==> src/rtl/s_mixing.sv <==
// RC5 key-schedule mixing stage.
// Fills the S RAM with the magic-constant sequence P + i*Q, then runs
// 3*max(T,C) read-modify-write iterations over the S and L RAMs.
// When it finishes, S holds the expanded round-key table.
module s_mixing #(
  parameter int             W        = 32,
  parameter int             T        = 26,
  parameter int             C        = 4,
  parameter logic [W-1:0]   P        = 32'hB7E15163,
  parameter logic [W-1:0]   Q        = 32'h9E3779B9,
  parameter int             T_length = $clog2(T),
  parameter int             C_length = (C > 1) ? $clog2(C) : 1
) (
  input  logic                clk,
  input  logic                rst,
  input  logic                start,
  output logic [T_length-1:0] S_address,
  input  logic [W-1:0]        S_sub_i,
  output logic [W-1:0]        S_sub_i_prima,
  output logic                S_we,
  output logic [C_length-1:0] L_address,
  input  logic [W-1:0]        L_sub_i,
  output logic [W-1:0]        L_sub_i_prima,
  output logic                L_we,
  output logic                busy,
  output logic                done
);

  localparam int SH = $clog2(W);
  localparam int N  = 3 * ((T > C) ? T : C);
  localparam int KW = $clog2(N + 1);

  typedef enum logic [2:0] {
    IDLE = 3'd0,
    INIT = 3'd1,
    RD   = 3'd2,
    CS   = 3'd3,
    CL   = 3'd4,
    DONE = 3'd5
  } state_t;

  state_t                state_r;
  logic [W-1:0]          a_r;
  logic [W-1:0]          b_r;
  logic [W-1:0]          acc_r;
  logic [W-1:0]          l_cap_r;
  logic [T_length-1:0]   i_r;
  logic [C_length-1:0]   j_r;
  logic [KW-1:0]         k_r;

  logic [W-1:0]          ab_s;
  logic [W-1:0]          a_next_s;
  logic [W-1:0]          b_next_s;

  // Left rotate: the upper half of the doubled word shifted left by n.
  function automatic logic [W-1:0] rotl(input logic [W-1:0] x, input logic [SH-1:0] n);
    logic [2*W-1:0] t;
    t = {x, x} << n;
    return t[2*W-1:W];
  endfunction

  // Mixing arithmetic: A' from the S read in CS, B' from the captured L word and the fresh A in CL.
  always_comb begin
    ab_s     = a_r + b_r;
    a_next_s = rotl(S_sub_i + ab_s, SH'(3));
    b_next_s = rotl(l_cap_r + ab_s, ab_s[SH-1:0]);
  end

  // RAM port drive decoded from the current state; IDLE and DONE leave both ports quiet.
  always_comb begin
    S_address     = '0;
    S_sub_i_prima = '0;
    S_we          = 1'b0;
    L_address     = '0;
    L_sub_i_prima = '0;
    L_we          = 1'b0;
    case (state_r)
      INIT: begin
        S_we          = 1'b1;
        S_address     = i_r;
        S_sub_i_prima = acc_r;
      end
      RD: begin
        S_address = i_r;
        L_address = j_r;
      end
      CS: begin
        S_we          = 1'b1;
        S_address     = i_r;
        S_sub_i_prima = a_next_s;
        L_address     = j_r;
      end
      CL: begin
        L_we          = 1'b1;
        L_address     = j_r;
        L_sub_i_prima = b_next_s;
      end
      default: begin
        S_we = 1'b0;
        L_we = 1'b0;
      end
    endcase
  end

  // Schedule sequencer: state, mixing registers, indices and the busy/done flags.
  always_ff @(posedge clk) begin
    if (rst) begin
      state_r <= IDLE;
      a_r     <= '0;
      b_r     <= '0;
      acc_r   <= '0;
      l_cap_r <= '0;
      i_r     <= '0;
      j_r     <= '0;
      k_r     <= '0;
      busy    <= 1'b0;
      done    <= 1'b0;
    end else begin
      // busy trails the working states by one cycle so it spans exactly T+3N cycles
      busy <= (state_r == INIT) || (state_r == RD) || (state_r == CS) || (state_r == CL);
      case (state_r)
        IDLE, DONE: begin
          done <= (state_r == DONE) && !start;
          if (start) begin
            a_r     <= '0;
            b_r     <= '0;
            i_r     <= '0;
            j_r     <= '0;
            k_r     <= '0;
            acc_r   <= P;
            state_r <= INIT;
          end else begin
            state_r <= state_r;
          end
        end
        INIT: begin
          acc_r <= acc_r + Q;
          if (i_r == T_length'(T - 1)) begin
            i_r     <= '0;
            state_r <= RD;
          end else begin
            i_r <= i_r + T_length'(1);
          end
        end
        RD: begin
          state_r <= CS;
        end
        CS: begin
          a_r     <= a_next_s;
          l_cap_r <= L_sub_i;
          state_r <= CL;
        end
        CL: begin
          b_r <= b_next_s;
          if (i_r == T_length'(T - 1)) begin
            i_r <= '0;
          end else begin
            i_r <= i_r + T_length'(1);
          end
          if (j_r == C_length'(C - 1)) begin
            j_r <= '0;
          end else begin
            j_r <= j_r + C_length'(1);
          end
          k_r <= k_r + KW'(1);
          if (k_r == KW'(N - 1)) begin
            state_r <= DONE;
          end else begin
            state_r <= RD;
          end
        end
        default: begin
          state_r <= IDLE;
        end
      endcase
    end
  end

endmodule

==> config.mk <==
export PLATFORM = sky130hd
export DESIGN_NAME = s_mixing
export DESIGN_NICKNAME = d
export VERILOG_FILES = /design/src/rtl/s_mixing.sv
export SDC_FILE = /design/constraint.sdc
export NUM_CORES = 1
export LEC_CHECK = 0
export BUFFER_PORTS_ARGS = -buffer_cell sky130_fd_sc_hd__clkbuf_2
export CAP_MARGIN = 20
export CORE_MARGIN = 2
export CORE_UTILIZATION = 40
export CTS_BUF_LIST = sky130_fd_sc_hd__clkbuf_4 sky130_fd_sc_hd__clkbuf_8
export DETAILED_ROUTE_END_ITERATION = 6
export REMOVE_ABC_BUFFERS = 1
export SETUP_SLACK_MARGIN = 0.1
export SYNTH_ARGS = -nofsm -noshare
export SYNTH_HDL_FRONTEND = slang
export SYNTH_SLANG_ARGS = --single-unit
==> constraint.sdc <==
create_clock -name clk -period 6.3 [get_ports clk]
set_input_delay 1.26 -clock clk [delete_from_list [all_inputs] [get_ports clk]]
set_output_delay 1.26 -clock clk [all_outputs]
set_load 0.01 [all_outputs]
==> reports/results.txt <==
Status: complete, but fails checks
Violated checks: design-rule violations, negative setup slack
Post-layout util: 0.589
Number of global-route vias before repair: 15,900
Footprint of the multi-input gates: 11,500 µm²
Setup WS pre-CTS: -1.08 ns
Count of cell types in the netlist: 88
Top_reg_cell synth: dfxtp_1
Clock Tree Buf Depth: 2
Worst Hold Launch: l_cap_r[15]$_SDFFE_PP0P_
Slew @ Worst Pin: 1.09 ns
Fin Setup TNS: -42.31 ns
Die height: 189 µm
Clock-pin slew on the worst setup and hold paths: 0.09 ns
Critical Path Fanout Max: 3
Critical Path Max Stage Delay: 0.54 ns
Slowest CP cell: mux4_2
Largest net degree at the start of global routing: 92
Via Count: 16,300
Hold_buf cts: 0
Reg2Reg Depth: 46
Minimum hold slack: 0.467 ns
List of most frequent post-synthesis cells: 243 x nand2_1, 205 x nor2_1, 187 x a21oi_1
Nets: 2,527
Crit path max-delay family: compound AO/OA/AOI/OAI gates
DRT Pass-1 Iters: 7
Simple-gate area share of the yosys netlist: 0.232
Main combinational cell family by area after synthesis: compound AO/OA/AOI/OAI gates
PD cells: 176 nW/µm²
Setup ws final: -1.11 ns
Ys async rst share: 0
Post-synth EDFFs: 0
Dominant cell by count in the synthesized netlist: nand2_1
Initial antenna violation count: 1
Proportion of synthesized area in mux cells: 0.0634
Crit. End Element: output pin
Antenna-violating nets left: 0
Synth Register Bits: 147
DRC errors left: 1
CTS tree: done
Worst Path Class, Setup: flop to output pin
Die area: 35,700 µm²
Worst r2r src: b_r[0]$_SDFFE_PP0P_
Worst-Skew Late Latency: 0.54 ns
Final setup skew: 0.0497 ns
Final Setup Violations: 48
Global Route Usage Sum: 0.302
Post-layout minimum cycle time: 7.41 ns
Syn Std Cell Area: 13,700 µm²
TritonCTS Buffers: 17
Placed cells: 2,686
Lkg Pwr: 9.05 nW
RSZ-0062 raised after global routing: yes
Critical path required time: 5.04 ns
Initial core utilization: 0.407
Post-DP HPWL: 40,800 µm
Synth Area in Adders: 0.0967
I/O pins: 142
Levels on crit path: 26
CP Launch Point: b_r[0]$_SDFFE_PP0P_
Final instance area: 19,800 µm²
WP buf/inv: 4
Fill cells: 2,992
Cell Area, Placed: 17,200 µm²
Gate Count Post-Synth: 1,859
Power, Total: 3.48 mW
Core box area: 33,600 µm²
Critical Path AT: 6.15 ns
Max Slew Vio Count: 0
Total of max-cap violations: 0
Final hold violations: 0
Layout cells sized above 1: 0.362
Max VDD drop: 252 µV
CP startpoint kind: flop
First-pass GRT wire length: 85,100 µm
Storage element area: 2950 µm²
Clk sink count: 147
Grt ovf: 0
Sequential share of the synthesized area: 0.215
Root Driver: clkbuf_8
Synth warn: 0
Hold Path End: l_cap_r[15]$_SDFFE_PP0P_
Hold path depth: 2
Final WL: 55,400 µm
Max-Slew Margin vs Limit: 0.272
Area share of the largest cell type after synthesis: 0.215
Synth area leader: dfxtp_1
DR iter-0 viols: 1,294
WL/cell: 19.7 µm
Vias per Instance: 5.80
Synth Area in Compound Gates: 0.291
Final GP Congestion: 0.947
Ranking of synthesized cells by area: dfxtp_1 21%, ha_1 9.2%, a21oi_1 6.8%
Period utilization: 1.18
Worst min path class: flop to flop
H-tree levels: 4
Antenna cells: 0
R2R Setup Slk: -0.53 ns
Post-Synth XOR/XNOR Area: 0.0620
Syn_area_per_cell: 7.37 µm²
Non-filler cells, final: 2,817
I/O Buffers: 141
Worst R2R End: a_r[26]$_SDFFE_PP0P_
Die width: 189 µm
Area delta synth->final: 44.7%
Max Fclk: 135 MHz
Row cnt: 67
registers in the layout, summed over array words and instances (netlist names):
register and count:
j_r 2, b_r 32, state_r 3, acc_r 32, a_r 32, busy 1
done 1, l_cap_r 32, k_r 7, i_r 5
cells in the final DEF, fill, tap and decap left out, types with 45 or more instances in the layout:
master and n:
nor2_1 192, a21oi_1 161, ha_1 92, a21o_1 50, buf_6 45, nand2_1 232
o21ai_0 64, mux2i_1 54, buf_4 397, dfxtp_1 144, clkbuf_2 105
worst reg2reg max path: cells and delay by family, from the launching register on:
| kind | cells | cell delay, ns |
|---|---|---|
| buf+inv | 24 | 2.93 |
| fa+ha+maj | 3 | 0.79 |
| xor+xnor | 1 | 0.14 |
| flops | 1 | 0.35 |
| compound gates | 12 | 1.66 |
| simple gates | 6 | 0.96 |
power breakdown:
part	total [mW]	leakage (nW)	internal (mW)	switching [mW]
Clock	0.844	0.206	0.339	0.505
Sequential	1.14	1.19	1.02	0.115
Combinational	1.50	7.65	0.644	0.855
layout make-up:
cell class | instances | share of cell area
multi-input combinational | 1571 | 0.580
timing repair buffer | 584 | 0.215
tap | 448 | 0.0283
clock buffer | 17 | 0.0118
clock inverter | 15 | 0.00935
sequential | 147 | 0.149
inverter | 35 | 0.00663
routing by layer:
| layer | track usage | part of all wire | up-vias | wire [µm] |
|---|---|---|---|---|
| met2 | 0.508 | 0.47 | 627 | 26200 |
| met5 | 0 | 0 | - | 0 |
| met1 | 0.375 | 0.42 | 7795 | 23100 |
| met3 | 0.0584 | 0.069 | 110 | 3820 |
| met4 | 0.133 | 0.042 | 0 | 2310 |
| li1 | - | - | 7803 | - |
worst max path at each step:
| stage | slack (ns) | to |
|---|---|---|
| after CTS | -1.06 | L_sub_i_prima[9] |
| after global placement | -0.96 | L_sub_i_prima[7] |
| after detailed placement | -1.08 | L_sub_i_prima[23] |
| final | -1.11 | L_sub_i_prima[25] |
| after floorplan | -2.73 | L_sub_i_prima[27] |
| after global routing | -1.37 | L_sub_i_prima[5] |
logic make-up after synthesis:
logic type               after synthesis
AO/OA/AOI/OAI                        605
XOR/XNOR                              94
adder cells (fa/ha/maj)              104
buffers and inverters                141
flip-flops                           147
multiplexers                          77
AND/OR/NAND/NOR                      691
repair_timing:
action                     4_1_cts  5_1_grt
setup endpoints to repair       53       57
setup buffers                  101       34
gates resized for setup        179      164
pin swaps                      104       71
Power figures use the tool's default switching activity.
